<file path="src/rtl/iob_cache_fe_arbiter.sv">
// Purpose : shares one cache front-end port among N_MASTERS native-interface requesters.
// Latency : one cycle of arbitration in IDLE, then the request is passed through until s_ready.
// Backpres: the owner sees s_ready as m_ready; all other requesters wait with m_ready low.
//
// Ports:
//   clk, reset            - rising-edge clock, asynchronous active-low reset
//   m_valid/addr/wdata/wstrb - packed per-requester requests (requester i at slice i)
//   m_rdata, m_ready      - s_rdata replicated to every slice, per-requester completion
//   s_valid/addr/wdata/wstrb, s_rdata, s_ready - cache front-end side
//   grant, busy           - current owner index, high while a transaction is open
// Build option: define IOB_CACHE_ARB_FIXED_PRIO_EN for fixed priority (requester 0
// highest, no rotation pointer). Default build is round-robin.
module iob_cache_fe_arbiter #(
  parameter int N_MASTERS  = 2,
  parameter int FE_ADDR_W  = 32,
  parameter int FE_DATA_W  = 32,
  parameter int CTRL_CACHE = 0,
  localparam int FE_NBYTES = FE_DATA_W / 8,
  localparam int AW        = CTRL_CACHE + FE_ADDR_W,
  localparam int GW        = (N_MASTERS > 1) ? $clog2(N_MASTERS) : 1
) (
  input  logic                            clk,
  input  logic                            reset,
  input  logic [N_MASTERS-1:0]            m_valid,
  input  logic [N_MASTERS*AW-1:0]         m_addr,
  input  logic [N_MASTERS*FE_DATA_W-1:0]  m_wdata,
  input  logic [N_MASTERS*FE_NBYTES-1:0]  m_wstrb,
  output logic [N_MASTERS*FE_DATA_W-1:0]  m_rdata,
  output logic [N_MASTERS-1:0]            m_ready,
  output logic                            s_valid,
  output logic [AW-1:0]                   s_addr,
  output logic [FE_DATA_W-1:0]            s_wdata,
  output logic [FE_NBYTES-1:0]            s_wstrb,
  input  logic [FE_DATA_W-1:0]            s_rdata,
  input  logic                            s_ready,
  output logic [GW-1:0]                   grant,
  output logic                            busy
);

  typedef enum logic {IDLE = 1'b0, BUSY = 1'b1} state_t;

  state_t        r_state;
  logic [GW-1:0] r_grant;
  logic          r_busy;
  logic [GW-1:0] w_winner;
  logic          w_any;

`ifdef IOB_CACHE_ARB_FIXED_PRIO_EN
  // Lowest asserted index wins; scanning downward leaves the lowest one last.
  always_comb begin
    w_winner = '0;
    w_any    = 1'b0;
    for (int i = N_MASTERS - 1; i >= 0; i--) begin
      if (m_valid[i]) begin
        w_winner = GW'(i);
        w_any    = 1'b1;
      end
    end
  end
`else
  logic [GW-1:0]            r_ptr;
  // Two copies of m_valid back to back let ptr+k index without a wrap test;
  // 2*N_MASTERS always fits in GW+1 index bits for N_MASTERS in 2..8.
  logic [2*N_MASTERS-1:0]   w_dbl;
  logic [GW:0]              w_pos;
  logic [GW:0]              w_wrap;

  assign w_dbl = {m_valid, m_valid};

  // Scan offsets from far to near so the nearest asserted requester after ptr
  // is the last one written.
  always_comb begin
    w_winner = '0;
    w_any    = 1'b0;
    w_pos    = '0;
    w_wrap   = '0;
    for (int k = N_MASTERS - 1; k >= 0; k--) begin
      w_pos  = {1'b0, r_ptr} + (GW+1)'(k);
      w_wrap = w_pos - (GW+1)'(N_MASTERS);
      if (w_dbl[w_pos]) begin
        w_any    = 1'b1;
        w_winner = (w_pos >= (GW+1)'(N_MASTERS)) ? w_wrap[GW-1:0] : w_pos[GW-1:0];
      end
    end
  end
`endif

  always_ff @(posedge clk or negedge reset) begin
    if (!reset) begin
      r_state <= IDLE;
      r_grant <= '0;
      r_busy  <= 1'b0;
`ifndef IOB_CACHE_ARB_FIXED_PRIO_EN
      r_ptr   <= '0;
`endif
    end else begin
      case (r_state)
        IDLE: begin
          if (w_any) begin
            r_grant <= w_winner;
            r_state <= BUSY;
            r_busy  <= 1'b1;
          end
        end
        BUSY: begin
          if (!m_valid[r_grant]) begin
            // Owner withdrew: drop the transaction without moving the pointer.
            r_state <= IDLE;
            r_busy  <= 1'b0;
          end else if (s_ready) begin
            r_state <= IDLE;
            r_busy  <= 1'b0;
`ifndef IOB_CACHE_ARB_FIXED_PRIO_EN
            r_ptr   <= (r_grant == GW'(N_MASTERS - 1)) ? '0 : r_grant + GW'(1);
`endif
          end
        end
        default: begin
          r_state <= IDLE;
          r_busy  <= 1'b0;
        end
      endcase
    end
  end

  // Request path muxed from the owner's slice; compare against constant indices
  // so no slice arithmetic depends on the grant value.
  always_comb begin
    s_addr  = '0;
    s_wdata = '0;
    s_wstrb = '0;
    m_ready = '0;
    for (int i = 0; i < N_MASTERS; i++) begin
      if (r_grant == GW'(i)) begin
        s_addr     = m_addr[i*AW +: AW];
        s_wdata    = m_wdata[i*FE_DATA_W +: FE_DATA_W];
        s_wstrb    = m_wstrb[i*FE_NBYTES +: FE_NBYTES];
        m_ready[i] = (r_state == BUSY) && s_ready;
      end
    end
  end

  assign s_valid = (r_state == BUSY) && m_valid[r_grant];
  assign m_rdata = {N_MASTERS{s_rdata}};
  assign grant   = r_grant;
  assign busy    = r_busy;

endmodule

</file>
<file path="config.mk">
export PLATFORM = sky130hd
export DESIGN_NAME = iob_cache_fe_arbiter
export DESIGN_NICKNAME = d
export VERILOG_FILES = /design/src/rtl/iob_cache_fe_arbiter.sv
export SDC_FILE = /design/constraint.sdc
export NUM_CORES = 1
export LEC_CHECK = 0
export ABC_AREA = 1
export CAP_MARGIN = 10
export CORE_AREA = 4 4 117 119
export CTS_BUF_LIST = sky130_fd_sc_hd__clkbuf_2
export CTS_CLUSTER_DIAMETER = 60
export CTS_CLUSTER_SIZE = 24
export DETAILED_ROUTE_END_ITERATION = 12
export DIE_AREA = 0 0 121 123
export PLACE_DENSITY = 0.62
export SLEW_MARGIN = 25
export SYNTH_ARGS = -nofsm -noshare
export SYNTH_HDL_FRONTEND = slang
export SYNTH_SLANG_ARGS = --single-unit
export TNS_END_PERCENT = 100
</file>
<file path="constraint.sdc">
create_clock -name clk -period 1 [get_ports clk]
set_input_delay 0.2 -clock clk [delete_from_list [all_inputs] [get_ports clk]]
set_output_delay 0.2 -clock clk [all_outputs]
set_load 0.01 [all_outputs]
</file>
==> run metrics, run 1 <==
Worst-Skew Late Latency 0.21 ns; Synth area leader nand2_1; Core Box Area 12600 µm²; drt first pass iters 4; all-layer global routing usage 10.2%; CTS H-Tree Depth 1; port bufs 213; XOR/XNOR Fraction of Synth Area 0%; non-filler cells, final 647; multiplexer share of the synthesized area 0%; compound-gate portion of the synthesized area 1.98%; top cell family by delay on the critical path buffers and inverters; Initial Util 12.6%; CTS tree built; status complete, but fails checks; Area contributors post-synth nand2_1 50%, buf_4 33%, dfrtp_1 6.3%; Cell Area, Placed 3670 µm²; total grt overflow 0; Crit path required time 0.80 ns; Seq cells post-synth 4; DP HPWL 6660 µm; adder and majority gate portion of the synthesized area 0%; clock root buffer clkbuf_2; most frequent cell after synthesis nand2_1; Max Clock Skew 0.00753 ns; Synth cell types 16; share of post-route cells with drive strength above 1 55.8%; gpl congestion 0.804; failing checks negative setup slack; main combinational cell family by area after synthesis simple AND/OR/NAND/NOR gates; top_reg_cell synth dfrtp_1; RSZ-0062 raised after global routing true; Max VDD drop 1.07 mV; Syn Nets 484; Vias/cell 3.81; crit share post-route 149%; P per Cell Area 2150 nW/µm²; DIE AREA 14900 µm²; Pleak 0.00197 µW; slowest stage delay, CP 0.45 ns; final setup fails 75; Crit Path Max Fanout 7; row count 41; routed via count 2466; critical path class flop to primary output; Die X 121 µm; HP Class primary input to asynchronous set/reset pin; cts hold-fix bufs 0; fin worst setup slack -0.485 ns; Worst Path Buf+Inv 4; # Max-Cap Violations 0; area delta synth->final 164%; synth warn 0; Reg2Reg Depth 7; Setup Total Neg Slack -30.45 ns; first-pass GRT wire length 12400 µm; crit path launch grant$_DFFE_PN0P_; number of clock sinks 4; Post-Synth Simple-Gate Area 52.7%; FFs w/ async S/R, synth 100%; 1st-iter DRT viols 61; Hold Violations, Final 0; Slew HR 83.9%; Post-Syn Area 1580 µm²; r2r endpoint r_ptr$_DFFE_PN0P_; Final min period 1.49 ns; RR Startpoint grant$_DFFE_PN0P_; IO Pins 310; vias in the first global route 2532; f_max 673 MHz; largest net degree at the start of global routing 20; initial antenna violation count 0; placed insts 631; Final ANT Viol Nets 0; Arr. time, crit path 1.29 ns; crit start category flop; Max clock buf depth 2; Worst-path clk slew 0.05 ns; worst path cell trace buf_8 > buf_12 > buf_6 > nand2_4 > nand2_2 > buf_6; Worst-Margin Slew 0.241 ns; Crit-path slowest cell dfrtp_2; diode count 0; final WL 9040 µm; design area 4170 µm²; drt drc 0; nets 649; Final Max Tran Viols 0; endpoint class of the critical path primary output; Cells after Synth 311; CTS Buf Count 3; Synth top cells by count 212 x nand2_1, 69 x buf_4, 6 x buf_2; EDFF count, synth 0; flop-to-flop setup slack -0.24 ns; mean area per synthesized cell 5.08 µm²; area share of the largest cell type after synthesis 50.4%; Crit path top cell by count buf_6; Chip Height 123 µm; sequential element share of the synthesized area 6.33%; WL/cell 14.0 µm
routing by layer:
layer	part of all wire (%)	track usage, %	vias up
met2	53	19.6	146
met5	0	0	-
met1	35	10.9	1113
met3	9.6	2.88	20
li1	-	-	1187
met4	1.7	2.83	0
report_power, final:
part,leakage (µW),internal [µW],switching (µW)
combinational,0.00190,4390,4070
sequential,0.0000474,243,85.4
clock,0.0000166,106,71.5
kinds of logic (layout without fill, tap and decap cells):
family,after synthesis,after routing
AOI/OAI and AO/OA,5,5
DFF,4,4
buffers and inverters,83,247
and+or+nand+nor,219,219
worst reg2reg max path: stages (launching register included):
cell	delay (ns)
dfrtp_2	0.45
buf_6	0.16
buf_6	0.13
nor2_4	0.12
buf_4	0.12
buf_4	0.09
nand2_2	0.03
nand2_1	0.06
sequential cells by signal, indices dropped and copies added, names as in the netlist:
signal / cells
busy: 1
grant: 1
r_ptr: 1
r_state: 1
how the worst max path moves through the flow:
stage	slack (ns)	to	cells past startpoint
6_report	-0.49	s_addr[20]	6
5_1_grt	-0.56	s_addr[20]	6
4_1_cts	-0.58	s_wdata[13]	6
3_5_place_dp	-0.72	m_ready[0]	4
3_3_place_gp	-0.71	m_ready[0]	4
2_1_floorplan	-0.13	s_addr[10]	5
cell usage in the layout, fill, tap and decap left out, types with 2 or more instances in the layout:
master             n
clkdlybuf4s50_1  138
nand2_4           11
nand2_1           57
inv_1              3
buf_4              8
nor2_1             4
dfrtp_1            3
buf_16             2
clkbuf_2           5
buf_2             18
clkbuf_16          2
nor2_4             2
o21ai_1            2
nand2_2          145
dlymetal6s2s_1     2
buf_12             6
a21oi_2            2
buf_6             60
buf_8              2
stage by stage:
stage / setup slack [ns] / total power (µW) / util, % / hold slack (ns)
floorplan: -0.127 / 3900 / - / -0.0956
global placement: -0.712 / 7010 / 29.2 / 0.400
detailed placement: -0.719 / 7080 / 29.2 / 0.400
CTS: -0.576 / 8220 / 30.6 / 0.173
global route: -0.556 / 9620 / 33.2 / 0.190
finish: -0.485 / 8970 / 33.2 / 0.185
cell type report:
| class | instances | area [µm²] |
|---|---|---|
| multi-input cells | 224 | 1320 |
| repair buffers | 239 | 2490 |
| flip-flops and latches | 4 | 101 |
| fillers | 1358 | 8400 |
| clock buffers | 4 | 20.0 |
| well taps | 172 | 215 |
| inverters | 4 | 20.0 |
what timing repair did:
action                     in CTS  in global routing
setup buffers                   8                  2
resized for setup             337                133
setup endpoints to repair      76                 76
pin swaps                       0                  5
gates cloned                    4                  3
Power figures use the tool's default switching activity.
==> inputs of run 2 (changes only) <==
- PLACE_DENSITY: 0.62 -> unset
==> run 2 against run 1 <==
Net effect:
- core utilization grew 4.9 points
- sequential power shrank 6%
- critical path type unchanged
- largest cell class unchanged
- critical endpoint is now s_addr[25]
- the flow still finishes with violations (negative setup slack)
- fmax shrank 7.9%
==> run metrics, run 2 (synthesis gave the netlist of run 1 again) <==
failing checks negative setup slack; status complete, but fails checks; clock root buffer clkbuf_2; number of clock sinks 4; CTS Buf Count 3; gpl congestion 0.791; all-layer global routing usage 12.5%; met1 usage 12.4%; Pleak 0.00227 µW; Final min period 1.61 ns; crit start category flop; Core Box Area 12600 µm²; combinational share of power 95.6%; HP Class primary input to asynchronous set/reset pin; IO Pins 310; diode count 0; Final ANT Viol Nets 0; cts hold-fix bufs 0; Vias/cell 3.88; Hold Violations, Final 0; Net Sw Frac 44.5%; fin worst setup slack -0.613 ns; share of post-route cells with drive strength above 1 56.5%; fill count 1282; Worst-Skew Late Latency 0.23 ns; Util after Layout 38.1%; drt drc 0; area delta synth->final 203%; nets 671; Max VDD drop 1.21 mV; largest net degree at the start of global routing 19; 1st-iter DRT viols 54; CTS tree built; vias in the first global route 2784; port bufs 213; Final Max Tran Viols 0; CTS H-Tree Depth 1; commonest non-fill, non-tap cell in the layout clkdlybuf4s50_1; initial antenna violation count 0; # Max-Cap Violations 0; Initial Util 12.6%; first-pass GRT wire length 14600 µm; RSZ-0062 raised after global routing true; DIE AREA 14900 µm²; final setup fails 76; Arr. time, crit path 1.41 ns; final WL 10400 µm; Worst-path clk slew 0.07 ns; Slew HR 85.0%; Die X 121 µm; critical path class flop to primary output; placed insts 632; Worst-Margin Slew 0.225 ns; part of the power in registers 2.7%; endpoint class of the critical path primary output; worst slack, placed -0.749 ns; f_max 620 MHz; grt met2 use 24.3%; Pint 6340 µW; non-filler cells, final 669; most frequent cells in the layout 140 x clkdlybuf4s50_1, 100 x nand2_2, 78 x buf_6; WL/cell 15.5 µm; Setup Total Neg Slack -37.47 ns; drt first pass iters 4; gr busiest metal met2; row count 41; P per Cell Area 2390 nW/µm²; total grt overflow 0; GR met3 Demand/Resource 4.62%; crit share post-route 161%; DP HPWL 6740 µm; Max Clock Skew 0.0196 ns; Switch Pwr 5080 µW; Max clock buf depth 2; Crit Path Max Fanout 7; Chip Height 123 µm; Clk pwr share 1.7%; Crit path required time 0.80 ns; routed via count 2594
[run 2: changes by cell type in the layout (fill, tap and decap cells not counted), sizes merged]
cell	change
clkbuf	-2
clkdlybuf4s50	+2
clkdlybuf4s15	+5
buf	+19
dlymetal6s2s	-2
[run 2: final cells by class]
cell class / instances / area, µm² / share of cell area (%)
Sequential cell: 4 / 101 / 2.12
Tap cell: 172 / 215 / 4.50
Timing Repair Buffer: 261 / 2930 / 61.3
Inverter: 4 / 20.0 / 0.418
Clock buffer: 4 / 20.0 / 0.418
Multi-Input combinational cell: 224 / 1490 / 31.2
[run 2: final timing paths]
path	from	endpoint	slack, ns	cells past startpoint
min	reset	r_ptr$_DFFE_PN0P_	0.18	1
max in group asynchronous	reset	busy$_DFFE_PN0P_	0.61	1
min reg2reg	r_ptr$_DFFE_PN0P_	r_ptr$_DFFE_PN0P_	0.49	2
max reg2reg	grant$_DFFE_PN0P_	r_state$_DFF_PN0_	-0.25	7
max	grant$_DFFE_PN0P_	s_addr[25]	-0.61	7
min in group clk	s_rdata[23]	m_rdata[55]	0.40	0
[run 2: power by group through the flow]
stage	Sequential (µW)	Combinational (µW)	Clock, µW
2_1_floorplan	309	3590	0
3_3_place_gp	320	6730	0
3_5_place_dp	315	6790	0
4_1_cts	315	10900	198
5_1_grt	319	11600	208
6_report	309	10900	191
[run 2: repair_timing]
item                                    4_1_cts  5_1_grt
setup buffers                                27        1
endpoints found under the setup margin       76       76
pin swaps                                    10        9
gates resized for setup                     454       68
gates cloned                                 11        1
[run 2: stage by stage]
stage | power (µW) | cell area, µm² | hold WS, ns
6_report | 11400 | 4780 | 0.179
5_1_grt | 12100 | 4780 | 0.170
4_1_cts | 11400 | 4690 | 0.171
3_5_place_dp | 7100 | 3670 | 0.400
3_3_place_gp | 7050 | 3670 | 0.400
2_1_floorplan | 3900 | 1780 | -0.0956
[run 2: routing by layer]
layer	wire length [µm]	part of all wire (%)
met1	3510	34
met2	5660	54
met3	1000	9.7
met4	228	2.2
met5	0	0
[run 2: critical path, stage by stage, from the launching register on]
cell	delay (ns)
dfrtp_2	0.43
clkinv_4	0.12
buf_12	0.15
buf_16	0.15
buf_12	0.13
nand2_4	0.05
nand2_2	0.04
buf_6	0.11
==> inputs of run 3 (changes only) <==
- CORE_AREA: 4 4 117 119 -> 4 4 119 121
- CTS_BUF_LIST: sky130_fd_sc_hd__clkbuf_2 -> sky130_fd_sc_hd__clkbuf_8
- DIE_AREA: 0 0 121 123 -> 0 0 123 125
- SLEW_MARGIN: 25 -> 20
- clock period: 1 -> 1.9 ns (I/O delays scaled with it)
==> run 3 against run 2 <==
Net effect:
- the flow now finishes without violations
- critical endpoint is now grant
- register-to-register slack improved by 0.89 ns
- worst setup slack improved by 0.67 ns
- combinational power decreased by 75%
- non-clock buffer count decreased by 41
- wire length decreased by 27%
==> run metrics, run 3 (synthesis gave the netlist of run 1 again) <==
first-pass GRT wire length 10800 µm; row count 42; drt first pass iters 4; Cell Area, Placed 3440 µm²; P per Cell Area 915 nW/µm²; post-cts sizing count 72; Worst-Margin Slew 0.282 ns; design area 3400 µm²; initial antenna violation count 0; Slew HR 81.2%; critical path class flop to primary output; Reg2Reg Depth 6; clock root buffer clkbuf_8; Chip Height 125 µm; Die X 123 µm; largest net degree at the start of global routing 39; CTS tree built; drt drc 0; Switch Pwr 1560 µW; r2r endpoint r_state$_DFF_PN0_; # Max-Cap Violations 0; Core Box Area 13100 µm²; CTS Buf Count 3; area delta synth->final 115%; RR Startpoint grant$_DFFE_PN0P_; gpl congestion 0.735; combinational share of power 88.2%; crit start category flop; f_max 541 MHz; Final Max Tran Viols 0; Worst Hold Slack 0.367 ns; Pint 1550 µW; final setup fails 0; buffer count from post-CTS setup fixing 0; diode count 0; HP Class primary input to asynchronous set/reset pin; DP HPWL 6520 µm; commonest non-fill, non-tap cell in the layout nand2_1; Final ANT Viol Nets 0; Pleak 0.00174 µW; Vias/cell 3.60; all-layer global routing usage 8.76%; WL/cell 12.0 µm; Clk pwr share 6.0%; endpoint class of the critical path primary output; 1st-iter DRT viols 58; final WL 7580 µm; crit share post-route 97.2%; CTS H-Tree Depth 1; share of post-route cells with drive strength above 1 3.51%; Hold Violations, Final 0; Worst-Skew Late Latency 0.22 ns; nets 630; Final min period 1.85 ns; Crit Path Max Fanout 36; flop-to-flop setup slack 0.64 ns; number of clock sinks 4; DIE AREA 15400 µm²; total grt overflow 0; Initial Util 12.1%; status finished, final reports clean; cts hold-fix bufs 0; RSZ-0062 raised after global routing false; Max Clock Skew 0.00391 ns; IO Pins 310; port bufs 213; vias in the first global route 2284; routed via count 2274; Max clock buf depth 2; Max VDD drop 0.569 mV; Crit path required time 1.52 ns; most frequent cells in the layout 211 x nand2_1, 142 x clkdlybuf4s50_1, 71 x dlygate4sd2_1; Net Sw Frac 50.1%; Worst-path clk slew 0.03 ns; part of the power in registers 5.8%; Arr. time, crit path 1.47 ns
## run 3: changes by cell type in the layout (fill, tap and decap cells not counted), moves of 4 or more
| cell | change |
|---|---|
| nand2_1 | +147 |
| nand2_2 | -98 |
| buf_6 | -78 |
| dlygate4sd2_1 | +71 |
| nand2_4 | -49 |
| buf_12 | -8 |
| buf_16 | -6 |
| buf_4 | -6 |
| buf_2 | -5 |
| buf_8 | -5 |
| clkdlybuf4s15_2 | -5 |
| clkbuf_2 | -4 |
## run 3: metal layers
| layer | global-route usage (%) | share of wire, % | up-vias |
|---|---|---|---|
| met1 | 7.90 | 33 | 954 |
| met3 | 3.88 | 14 | 37 |
| met4 | 5.93 | 5.4 | 0 |
| li1 | - | - | 1147 |
| met5 | 0 | 0 | - |
| met2 | 15.5 | 48 | 136 |
## run 3: layout make-up
cell class              count  area (µm²)
repair buffers            220        2150
multi-input cells         224         866
flip-flops and latches      4         101
inverters                   4        20.0
well taps                 176         220
clock inverters             1        3.75
fillers                  1509        9690
clock buffers               3        41.3
## run 3: worst max-delay path, cell delays in order, from the launching register on
cell and delay (ns):
dfrtp_2 0.45, buf_12 0.23, clkdlybuf4s50_1 0.56
## run 3: how the worst max path moves through the flow
stage | startpoint | end | slack [ns]
floorplan | grant$_DFFE_PN0P_ | s_addr[0] | 0.58
global placement | m_valid[0] | s_valid | -0.16
detailed placement | m_valid[0] | s_valid | -0.18
CTS | grant$_DFFE_PN0P_ | grant | 0.03
global route | grant$_DFFE_PN0P_ | grant | 0.002
finish | grant$_DFFE_PN0P_ | grant | 0.05
## run 3: power by group through the flow
stage / Sequential [µW] / Combinational (µW) / Clock [µW]
2_1_floorplan: 162 / 1590 / 0
3_3_place_gp: 179 / 3190 / 0
3_5_place_dp: 180 / 3230 / 0
4_1_cts: 181 / 2800 / 194
5_1_grt: 184 / 3020 / 208
6_report: 180 / 2740 / 185
## run 3: through the flow
stage | cells | utilization, % | power [µW] | setup TNS [ns] | worst slack [ns]
global route | 632 | 26.0 | 3410 | 0 | 0.00241
CTS | 632 | 26.0 | 3170 | 0 | 0.0321
finish | 632 | 26.0 | 3110 | 0 | 0.0524
detailed placement | 628 | 26.3 | 3410 | -0.522 | -0.182
global placement | 628 | 26.3 | 3370 | -0.495 | -0.161
floorplan | 311 | - | 1750 | 0 | 0.580
